--- src/rtl/tx_byte_scheduler_if.sv ---
// tx_byte_scheduler_if: source pulses and FIFO write side seen by the TX byte scheduler
interface tx_byte_scheduler_if #(parameter int DATA_WIDTH = 8);
  logic [DATA_WIDTH-1:0]   RF_RdData;
  logic                    RF_RdData_VLD;
  logic [2*DATA_WIDTH-1:0] ALU_OUT;
  logic                    ALU_OUT_VLD;
  logic                    FIFO_FULL;
  logic [DATA_WIDTH-1:0]   TX_DATA;
  logic                    TX_VLD;
  logic                    SCHED_BUSY;
  logic                    SCHED_OVF;
  modport master (
    output RF_RdData, RF_RdData_VLD, ALU_OUT, ALU_OUT_VLD, FIFO_FULL,
    input  TX_DATA, TX_VLD, SCHED_BUSY, SCHED_OVF
  );
  modport slave (
    input  RF_RdData, RF_RdData_VLD, ALU_OUT, ALU_OUT_VLD, FIFO_FULL,
    output TX_DATA, TX_VLD, SCHED_BUSY, SCHED_OVF
  );
endinterface

--- src/rtl/tx_byte_scheduler.sv ---
// tx_byte_scheduler: buffers RF/ALU results and pushes them bytewise into the TX FIFO (TX_SCHED_MSB_FIRST_EN: ALU high byte first)
module tx_byte_scheduler #(
  parameter int DATA_WIDTH = 8,
  parameter int FIXED_PRIO = 0
) (
  input logic CLK,
  input logic RST,
  tx_byte_scheduler_if.slave bus
);
  localparam int W = DATA_WIDTH;
  typedef enum logic {IDLE, ALU_HI} state_t;
  state_t state, state_n;
  logic rf_pend, alu_pend, last_rf;
  logic rf_pend_n, alu_pend_n, last_rf_n;
  logic rf_free, alu_free, rf_take, alu_take, push, grant_rf, ovf_n;
  logic [W-1:0] rf_buf, push_data, alu_first, alu_second;
  logic [2*W-1:0] alu_buf;
`ifdef TX_SCHED_MSB_FIRST_EN
  assign alu_first  = alu_buf[2*W-1:W];
  assign alu_second = alu_buf[W-1:0];
`else
  assign alu_first  = alu_buf[W-1:0];
  assign alu_second = alu_buf[2*W-1:W];
`endif
  // last_rf low means ALU was granted last, so RF wins the next tie
  assign grant_rf = rf_pend && (!alu_pend || FIXED_PRIO != 0 || !last_rf);
  always_comb begin
    state_n   = state;
    push      = 1'b0;
    push_data = rf_buf;
    rf_free   = 1'b0;
    alu_free  = 1'b0;
    last_rf_n = last_rf;
    if (state == ALU_HI) begin
      if (!bus.FIFO_FULL) begin
        push      = 1'b1;
        push_data = alu_second;
        alu_free  = 1'b1;
        state_n   = IDLE;
      end
    end else if (!bus.FIFO_FULL && (rf_pend || alu_pend)) begin
      push = 1'b1;
      if (grant_rf) begin
        rf_free   = 1'b1;
        last_rf_n = 1'b1;
      end else begin
        push_data = alu_first;
        last_rf_n = 1'b0;
        state_n   = ALU_HI;
      end
    end
    rf_take    = bus.RF_RdData_VLD && (!rf_pend || rf_free);
    alu_take   = bus.ALU_OUT_VLD && (!alu_pend || alu_free);
    rf_pend_n  = bus.RF_RdData_VLD || (rf_pend && !rf_free);
    alu_pend_n = bus.ALU_OUT_VLD || (alu_pend && !alu_free);
    ovf_n      = (bus.RF_RdData_VLD && !rf_take) || (bus.ALU_OUT_VLD && !alu_take);
  end
  always_ff @(posedge CLK or negedge RST) begin
    if (!RST) begin
      state          <= IDLE;
      rf_pend        <= 1'b0;
      alu_pend       <= 1'b0;
      last_rf        <= 1'b0;
      rf_buf         <= '0;
      alu_buf        <= '0;
      bus.TX_DATA    <= '0;
      bus.TX_VLD     <= 1'b0;
      bus.SCHED_BUSY <= 1'b0;
      bus.SCHED_OVF  <= 1'b0;
    end else begin
      state          <= state_n;
      rf_pend        <= rf_pend_n;
      alu_pend       <= alu_pend_n;
      last_rf        <= last_rf_n;
      if (rf_take) rf_buf <= bus.RF_RdData;
      if (alu_take) alu_buf <= bus.ALU_OUT;
      if (push) bus.TX_DATA <= push_data;
      bus.TX_VLD     <= push;
      bus.SCHED_BUSY <= rf_pend_n || alu_pend_n || state_n == ALU_HI;
      bus.SCHED_OVF  <= ovf_n;
    end
  end
endmodule

--- src/flat_wrapper.sv ---
// flat-port wrapper written by rule: the top's interface ports become plain ports
module tx_byte_scheduler_flat 
#(
  parameter int DATA_WIDTH = 8,
  parameter int FIXED_PRIO = 0
)
  (CLK, RST, bus_RF_RdData, bus_RF_RdData_VLD, bus_ALU_OUT, bus_ALU_OUT_VLD, bus_FIFO_FULL, bus_TX_DATA, bus_TX_VLD, bus_SCHED_BUSY, bus_SCHED_OVF);
  tx_byte_scheduler_if #(.DATA_WIDTH(DATA_WIDTH)) bus_i ();
  input logic CLK;
  input logic RST;
  input wire logic [$bits(bus_i.RF_RdData)-1:0] bus_RF_RdData;
  input wire logic [$bits(bus_i.RF_RdData_VLD)-1:0] bus_RF_RdData_VLD;
  input wire logic [$bits(bus_i.ALU_OUT)-1:0] bus_ALU_OUT;
  input wire logic [$bits(bus_i.ALU_OUT_VLD)-1:0] bus_ALU_OUT_VLD;
  input wire logic [$bits(bus_i.FIFO_FULL)-1:0] bus_FIFO_FULL;
  output wire logic [$bits(bus_i.TX_DATA)-1:0] bus_TX_DATA;
  output wire logic [$bits(bus_i.TX_VLD)-1:0] bus_TX_VLD;
  output wire logic [$bits(bus_i.SCHED_BUSY)-1:0] bus_SCHED_BUSY;
  output wire logic [$bits(bus_i.SCHED_OVF)-1:0] bus_SCHED_OVF;
  assign bus_i.RF_RdData = bus_RF_RdData;
  assign bus_i.RF_RdData_VLD = bus_RF_RdData_VLD;
  assign bus_i.ALU_OUT = bus_ALU_OUT;
  assign bus_i.ALU_OUT_VLD = bus_ALU_OUT_VLD;
  assign bus_i.FIFO_FULL = bus_FIFO_FULL;
  assign bus_TX_DATA = bus_i.TX_DATA;
  assign bus_TX_VLD = bus_i.TX_VLD;
  assign bus_SCHED_BUSY = bus_i.SCHED_BUSY;
  assign bus_SCHED_OVF = bus_i.SCHED_OVF;
  tx_byte_scheduler #(.DATA_WIDTH(DATA_WIDTH), .FIXED_PRIO(FIXED_PRIO)) u_core (.CLK(CLK), .RST(RST), .bus(bus_i));
endmodule
--- config.mk ---
export PLATFORM = sky130hd
export DESIGN_NAME = tx_byte_scheduler_flat
export DESIGN_NICKNAME = d
export VERILOG_FILES = /design/src/rtl/tx_byte_scheduler_if.sv /design/src/rtl/tx_byte_scheduler.sv /design/src/flat_wrapper.sv
export SDC_FILE = /design/constraint.sdc
export NUM_CORES = 1
export LEC_CHECK = 0
export CORE_MARGIN = 2
export CORE_UTILIZATION = 37
export CTS_BUF_LIST = sky130_fd_sc_hd__clkbuf_8
export CTS_CLUSTER_SIZE = 12
export DETAILED_ROUTE_END_ITERATION = 10
export HOLD_SLACK_MARGIN = 0.06
export SLEW_MARGIN = 10
export SYNTH_ARGS = -nofsm -noshare
export SYNTH_HDL_FRONTEND = slang
export SYNTH_SLANG_ARGS = --single-unit
--- constraint.sdc ---
create_clock -name CLK -period 3.15 [get_ports CLK]
set_input_delay 0.63 -clock CLK [delete_from_list [all_inputs] [get_ports CLK]]
set_output_delay 0.63 -clock CLK [all_outputs]
set_load 0.1 [all_outputs]
==> impl_metrics.json <==
{
  "core_area_sq_um": 4320,
  "startpoint": "bus_FIFO_FULL",
  "p_leak_nw": 0.922,
  "clk_pin_slew_ps": 70,
  "crit_family": "buffers and inverters",
  "reg2reg_from": "u_core.alu_pend",
  "powerDensity_nw_per_um2": 1100,
  "tns_ps": 0,
  "yosysUniqueCellTypes": 26,
  "yosysSeqAreaShare_pct": 59.5,
  "drc": 0,
  "synth_ff_type": "dfrtp_1",
  "port_buffers": 39,
  "grt_max_degree": 40,
  "syn_area_sq_um": 1640,
  "vias": 1057,
  "cts_tree": "yes",
  "rsz0062_at_grt": "false",
  "end_kind": "flip-flop",
  "cp.depth": 5,
  "synth_area_per_cell_sq_um": 14.5,
  "cp.required_ps": 3330,
  "synthTopCellsByArea": "dfrtp_1 59%, mux2_4 7.3%, mux2_1 6.9%",
  "synth_nets": 142,
  "wl_um": 3280,
  "slowest_delay_ps": 620,
  "hold_viol": 0,
  "via_per_inst": 5.08,
  "synth_edf_count": 0,
  "yosys_warnings": 0,
  "r2r_slack_ps": 1370,
  "start_util_pct": 38.0,
  "reg2reg_depth": 4,
  "max_freq_mhz": 453,
  "postCtsHoldBufs": 0,
  "overflow": 0,
  "dr.pass1.iters": 4,
  "cp.arrival_ps": 2390,
  "cts_root_buf": "clkbuf_8",
  "diodes": 0,
  "grt_pass1_vias": 1126,
  "setup_viol": 0,
  "top_regs": "u_core.alu_buf (16), u_core.bus.TX_DATA (8), u_core.rf_buf (8)",
  "netlist_instances": 113,
  "die_h_um": 70.6,
  "worstPathCellList": "clkdlybuf4s50_1 > nor2_2 > a21boi_2 > nand2b_1 > mux2_4",
  "post-route-period-util_pct": 70.0,
  "fin_skew_ps": 4.91,
  "ant_nets": 0,
  "clk_path_buf_depth": 2,
  "ios": 40,
  "min_period_ps": 2210,
  "worstMarginPinSlew_ps": 857,
  "yosysMostFrequentCell": "dfrtp_1",
  "areaGrowthSynthToFinish_pct": 31.3,
  "r2r_end": "u_core.rf_buf[0]",
  "drive_gt1_share_pct": 26.3,
  "ir_drop_v": 0.000421,
  "start_kind": "primary input",
  "endpoint": "u_core.rf_buf[0]",
  "relSlewSlack_pct": 42.8,
  "post_cts_buffers": 0,
  "numClockSinks": 39,
  "insertion_delay_ps": 290,
  "routedWlPerCell_um": 15.8,
  "drv_cap": 0,
  "gp_congestion": 0.688,
  "synth_top_area_share_pct": 59.5,
  "run_status": "complete, no violations",
  "synth_common_cells": "39 x dfrtp_1, 10 x mux2_1, 9 x a21oi_1",
  "slew_violations": 0,
  "synthArstFlopShare_pct": 100,
  "track_usage_pct": 14.7,
  "hold_path_class": "in2async",
  "grt_pass1_wl_um": 5440,
  "cts-resized-gates": 0,
  "fp.dieW_um": 70.6,
  "cts_buffers": 5,
  "cp_num_buf_inv": 1,
  "critPathKind": "in2reg",
  "synth_top_area_cell": "dfrtp_1",
  "largest_register_ffs": 16,
  "synth-seq-cells": 39,
  "largest-register": "u_core.alu_buf",
  "cp_max_fo": 8,
  "ctsHtreeMaxLevel": 2,
  "dieArea_sq_um": 4990,
  "drt_iter0_markers": 69,
  "antenna_found_initial": 0,
  "rows": 24,
  "crit_path_top_delay_cell": "clkdlybuf4s50_1",
  "hold_ws_ps": 442,
  "fin_nets": 184
}
[report_power, final]
group	internal, mW	switching, mW	leakage, nW
logic	0.385	0.668	0.414
clock network	0.256	0.174	0.0612
registers	0.737	0.151	0.446
[layout make-up]
class / instances / area (sq um)
fillers: 386 / 2170
flip-flops and latches: 39 / 976
multi-input cells: 69 / 631
repair buffers: 40 / 365
clock buffers: 6 / 82.6
well taps: 52 / 65.1
clock inverters: 2 / 35.0
[routing by layer]
| metal | vias to the layer above | GRT usage [%] | wire length (um) |
|---|---|---|---|
| met5 | - | 0 | 0 |
| met4 | 0 | 9.43 | 83 |
| met3 | 7 | 3.85 | 153 |
| met2 | 29 | 23.8 | 1680 |
| met1 | 524 | 17.4 | 1360 |
| li1 | 497 | - | - |
[metrics by stage]
step | std cells | total power [mW] | util [%] | instance area, sq um | setup slack, ps
after floorplan | 113 | 1.71 | - | 1640 | 1540
after global placement | 200 | 1.93 | 47.1 | 2040 | 634
after global routing | 208 | 2.50 | 49.8 | 2150 | 858
after CTS | 208 | 2.40 | 49.8 | 2150 | 918
final | 208 | 2.37 | 49.8 | 2150 | 944
after detailed placement | 200 | 1.96 | 47.1 | 2040 | 616
[worst min-delay path by stage]
stage | startpoint | end | slack [ps] | cells past startpoint
after floorplan | RST | u_core.alu_buf[0] | 330 | 0
after global placement | u_core.alu_buf[1] | u_core.alu_buf[1] | 470 | 1
after detailed placement | u_core.alu_buf[1] | u_core.alu_buf[1] | 480 | 1
after CTS | RST | u_core.state | 470 | 1
after global routing | RST | u_core.bus.TX_DATA[4] | 520 | 1
final | RST | u_core.bus.TX_DATA[6] | 440 | 1
[worst reg2reg max path: cells and delay by family, from the launching register on]
family	cells	cell delay [ps]
flip-flops	1	520
multiplexers	1	350
AO/OA/AOI/OAI	1	160
AND/OR/NAND/NOR	2	630
[cell usage in the layout, fill, tap and decap left out, types with 2 or more instances in the layout]
| cell | instances |
|---|---|
| dfrtp_1 | 39 |
| clkdlybuf4s50_1 | 27 |
| buf_4 | 12 |
| mux2_1 | 10 |
| a21oi_1 | 9 |
| mux2_4 | 8 |
| mux2i_1 | 8 |
| o22ai_1 | 8 |
| mux2_2 | 6 |
| clkbuf_8 | 6 |
| nand2_1 | 3 |
| nor2_2 | 2 |
| nand2b_1 | 2 |
[logic make-up after synthesis]
family                 Yosys count  synth area share [%]
multiplexers                    32                  23.2
AO/OA/AOI/OAI                   24                  9.99
AND/OR/NAND/NOR                 13                  4.95
flip-flops                      39                  59.5
buffers and inverters            5                  2.44
Power figures use the tool's default switching activity.
